===== config.mk =====
export PLATFORM = sky130hd
export DESIGN_NAME = fp_add_result_queue
export DESIGN_NICKNAME = d
export VERILOG_FILES = /design/src/rtl/fp_add_result_queue.sv
export SDC_FILE = /design/constraint.sdc
export NUM_CORES = 1
export LEC_CHECK = 0
export CORE_MARGIN = 2
export CORE_UTILIZATION = 33
export DETAILED_ROUTE_END_ITERATION = 16
export GPL_TIMING_DRIVEN = 0
export PLACE_DENSITY = 0.64
export SYNTH_ARGS = -nofsm -noshare
export SYNTH_HDL_FRONTEND = slang
export SYNTH_SLANG_ARGS = --single-unit

===== constraint.sdc =====
create_clock -name clk -period 9.65 [get_ports clk]
set_clock_uncertainty 0.1 [all_clocks]
set_input_delay 2.4125 -clock clk [delete_from_list [all_inputs] [get_ports clk]]
set_output_delay 2.4125 -clock clk [all_outputs]
set_load 0.03 [all_outputs]

===== src/rtl/fp_add_result_queue.sv =====
// Writeback stage behind the single-precision FP adder: repairs IEEE-754 special cases
// the adder ignores, queues results with exception flags and keeps sticky flags.
module fp_add_result_queue #(
   parameter int XLEN  = 32,
   parameter int DEPTH = 4
) (
   input  logic                     clk,
   input  logic                     rst,
   input  logic                     in_valid,
   output logic                     in_ready,
   input  logic [XLEN-1:0]          in_a,
   input  logic [XLEN-1:0]          in_b,
   input  logic [XLEN-1:0]          in_sum,
   output logic                     out_valid,
   input  logic                     out_ready,
   output logic [XLEN-1:0]          out_data,
   output logic [3:0]               out_flags,
   output logic [3:0]               fflags,
   input  logic                     fflags_clr,
   output logic [$clog2(DEPTH):0]   count
);

   localparam int AW = $clog2(DEPTH);

   logic       sign_a, sign_b;
   logic [7:0] exp_a, exp_b, exp_sum, max_exp;
   logic       nan_a, nan_b, snan_a, snan_b;
   logic       inf_a, inf_b, zero_a, zero_b;

   logic [XLEN-1:0] res_data;
   logic [3:0]      res_flags;

   logic [XLEN+3:0] mem [DEPTH];
   logic [AW-1:0]   wr_ptr, rd_ptr;
   logic            push, pop;

   assign sign_a  = in_a[31];
   assign sign_b  = in_b[31];
   assign exp_a   = in_a[30:23];
   assign exp_b   = in_b[30:23];
   assign exp_sum = in_sum[30:23];
   assign max_exp = (exp_a > exp_b) ? exp_a : exp_b;

   assign nan_a  = (exp_a == 8'hFF) && (in_a[22:0] != 23'd0);
   assign nan_b  = (exp_b == 8'hFF) && (in_b[22:0] != 23'd0);
   assign snan_a = nan_a && !in_a[22];
   assign snan_b = nan_b && !in_b[22];
   assign inf_a  = (exp_a == 8'hFF) && (in_a[22:0] == 23'd0);
   assign inf_b  = (exp_b == 8'hFF) && (in_b[22:0] == 23'd0);
   // Denormal operands are flushed to zero, so only the exponent matters here.
   assign zero_a = (exp_a == 8'd0);
   assign zero_b = (exp_b == 8'd0);

   // Special-case repair in priority order; flags are {NV, OF, UF, NX}.
   always_comb begin
      res_data  = in_sum;
      res_flags = 4'b0000;
      if (nan_a || nan_b) begin
         res_data  = 32'h7FC0_0000;
         res_flags = {snan_a || snan_b, 3'b000};
      end else if (inf_a && inf_b && (sign_a != sign_b)) begin
         res_data  = 32'h7FC0_0000;
         res_flags = 4'b1000;
      end else if (inf_a) begin
         res_data = in_a;
      end else if (inf_b) begin
         res_data = in_b;
      end else if (zero_a && zero_b) begin
         res_data = {sign_a & sign_b, 31'd0};
      end else if (zero_a) begin
         res_data = in_b;
      end else if (zero_b) begin
         res_data = in_a;
      end else if ((sign_a != sign_b) && (in_a[30:0] == in_b[30:0])) begin
         res_data = 32'h0000_0000;
      end else if ((sign_a == sign_b) && (exp_sum == 8'hFF)) begin
         res_data  = {sign_a, 8'hFF, 23'd0};
         res_flags = 4'b0101;
      end else if ((sign_a != sign_b) && (exp_sum > max_exp)) begin
         res_data  = {in_sum[31], 31'd0};
         res_flags = 4'b0011;
      end
   end

   // in_ready deliberately ignores out_ready so a full queue never accepts.
   assign in_ready  = !rst && (count != (AW+1)'(DEPTH));
   assign out_valid = (count != '0);
   assign push      = in_valid && in_ready;
   assign pop       = out_valid && out_ready;

   assign out_data  = out_valid ? mem[rd_ptr][XLEN-1:0] : '0;
   assign out_flags = out_valid ? mem[rd_ptr][XLEN+3:XLEN] : 4'b0000;

   always_ff @(posedge clk) begin
      if (push) begin
         mem[wr_ptr] <= {res_flags, res_data};
      end
   end

   always_ff @(posedge clk) begin
      if (rst) begin
         wr_ptr <= '0;
         rd_ptr <= '0;
         count  <= '0;
         fflags <= 4'b0000;
      end else begin
         if (push) begin
            wr_ptr <= wr_ptr + AW'(1);
         end
         if (pop) begin
            rd_ptr <= rd_ptr + AW'(1);
         end
         case ({push, pop})
            2'b10:   count <= count + (AW+1)'(1);
            2'b01:   count <= count - (AW+1)'(1);
            default: count <= count;
         endcase
         fflags <= (fflags_clr ? 4'b0000 : fflags) | (pop ? out_flags : 4'b0000);
      end
   end

endmodule


==> flow_summary.ini <==
[outcome]
status = completed

[clock_tree]
clock_path_buffers = 2
cts.root.buffer_cell = clkbuf_16
ctsResizeCount = 0
clock-sinks = 157
cts_made_buffers = 17
cts_setup_buffers = 0
clk_pin_slew_ns = 0.06
clock_latency_ns = 0.42
cts_tree = yes
postCtsHoldBufs = 0
cts-htree-levels = 4

[power_and_ir_drop]
power.total_mw = 2.400
ir_worst_vdd_v = 0.0001260
p_leak_nw = 3.608
power_density_nw_per_um2 = 219.6

[worst_setup_path]
path_class = input pin to flop
path_buf_inv = 5
cpLargestDelayFamily = compound AO/OA/AOI/OAI gates
max_stage_delay_ns = 0.73
path_depth = 19
cp.arrival_ns = 7.55
reg2reg_to = count[2]
start_kind = input pin
cp.required_ns = 9.66
path_max_fanout = 10
cp_slowest_cell = o311ai_0
cp-end-kind = flop
r2r_start = count[0]
crit_chain = clkdlybuf4s50_1 -> inv_1 -> ha_1 -> and4_1 -> nand4_1 -> or2_2 -> clkbuf_1 -> clkbuf_1 -> nand3_1 -> o311ai_0 -> nor3_1 -> ha_1 -> nor2b_1 -> o211ai_1 -> a21oi_1 -> o221ai_1 -> clkbuf_1 -> a21oi_1 -> o311ai_0
worst-r2r-setup-slack_ns = 7.21
path_common_cell = clkbuf_1
reg2regPathDepth = 10

[worst_hold_path]
hold-path-endpoint = count[2]
hold_class = flop to flop
hold_path_depth = 2
holdCritStartpoint = count[2]

[sta]
setup_viol_count_final = 0
max_freq_mhz = 132.6
worst_slew_pin_slew_ns = 0.8634
relSlewSlack = 0.4171
fin_crit_sh = 0.7813
rsz0062_at_grt = no
min_period_ns = 7.540
final_max_slew_viol_count = 0
hold_viol = 0
setup_tns_ns = 0

[cells_and_area]
multi_input_area_um2 = 3523
drive_above_1_share = 0.1039
seqCellArea_um2 = 4584
antenna_cells = 0
area_growth_pct = 31.10
fin_nets = 987
fin_cells = 1206
layout_common_cells = clkdlybuf4s50_1, edfxtp_1, nand2_1
nFillCells = 2347
final_common_cell = clkdlybuf4s50_1
post-route-cell-area_um2 = 10930

[drt]
drtAntennaViolNets = 0
routed-wl-met3_um = 1533
maxUsedRoutingLayer = met4
routed-wl-met2_um = 11420
first_pass_iters = 5
vias_per_cell = 5.405
routed_wirelength_um = 23910
via_count = 6518
dr.first_iter.drc_count = 464
drt-met1-wl_um = 10460
wl_per_cell_um = 19.83
route.detailed.drc = 0

[floorplan]
fp.dieH_um = 162.9
die-area_um2 = 26550
row_count = 58
die_x_um = 162.9
start_util = 0.3339
pin_count = 146
core_um2 = 24960

[synth]
yosysUniqueCellTypes = 49
syn_area_um2 = 8335
yosys_warnings = 0
synth_seq_cells = 157
syn_nets = 819
ys.flop_type = edfxtp_1
synthArstFlopShare = 0
ys_seq_area_frac = 0.5500
postSynthAreaPerCell_um2 = 11.99
synth-edff-count = 144
syn_inst = 695

[placed_design]
dp_hpwl_um = 17820
placed_cells = 1174
gp_congestion = 0.9348
placed_area_um2 = 10280
port_buffers = 145

[grt]
grtUsageTotal = 0.1802
grt-ovfl-total = 0
antenna_found_initial = 0
grt_pass1_vias = 6206
grt_max_degree = 31
grt_pass1_wl_um = 35710

[flow_run]
drv_cap = 0
==> how the worst max path moves through the flow <==
| stage | from | endpoint |
|---|---|---|
| 3_5_place_dp | in_b[24] | mem[1][30] |
| 5_1_grt | in_b[30] | mem[2][28] |
| 4_1_cts | in_b[24] | mem[0][28] |
| 6_report | in_b[24] | mem[0][28] |
| 3_3_place_gp | in_b[24] | mem[1][28] |
| 2_1_floorplan | in_b[24] | mem[0][28] |
==> cells by family after synthesis <==
kind of cell | synth area share
XOR/XNOR | 0.02942
flip-flops | 0.5500
AND/OR/NAND/NOR | 0.1494
buffers and inverters | 0.02792
AO/OA/AOI/OAI | 0.1094
adder cells (fa/ha/maj) | 0.03542
multiplexers | 0.09847
==> where the power goes <==
group	internal (mW)	total, mW	switching (mW)
registers	0.802	0.816	0.0141
clock network	0.458	0.727	0.269
logic	0.380	0.857	0.477
==> layer usage <==
| layer | vias to the layer above | track usage |
|---|---|---|
| met5 | - | 0 |
| met4 | 0 | 0.06396 |
| met3 | 33 | 0.03183 |
| met2 | 251 | 0.2870 |
| met1 | 3233 | 0.2481 |
| li1 | 3001 | - |
==> stage by stage <==
stage               worst slack (ns)  utilization  hold WS, ns
floorplan                      3.567            -       0.3847
global placement               1.698       0.4086       0.4012
detailed placement             1.802       0.4120       0.4194
CTS                            2.247       0.4378       0.4279
global route                   1.777       0.4378       0.4885
finish                         2.110       0.4378       0.4354
==> final cells by class <==
cell class,instances,area share
inverter,16,0.005496
multi-input combinational,482,0.3224
buffer,40,0.01580
tap,330,0.03778
clock inverter,15,0.01992
timing repair buffer,149,0.1401
sequential,157,0.4195
clock buffer,17,0.03893
==> synthesized netlist by cell type, drive strengths merged, types with 15 or more instances <==
master  number  area [um^2]
nor4        21        137.6
and2        40        250.2
clkbuf      28        105.1
nand4       15        100.1
nor2        29        108.9
inv         16        60.06
mux4        36        810.8
edfxtp     144         4324
ha          22        275.3
o21ai       34        170.2
a21oi       69        345.3
nand2       90        337.8
==> flip-flops by register name, summed over array words and instances (netlist names), named ones only <==
| signal | cells |
|---|---|
| count | 3 |
| fflags | 4 |
| mem | 144 |
| rd_ptr | 2 |
| wr_ptr | 2 |
==> tightest hold or removal path, stage by stage, from the launching register on <==
cell	delay [ns]
dfxtp_1	0.34
o21ai_0	0.08
a21oi_1	0.07
Note: power is estimated with default switching activity, not from simulation.
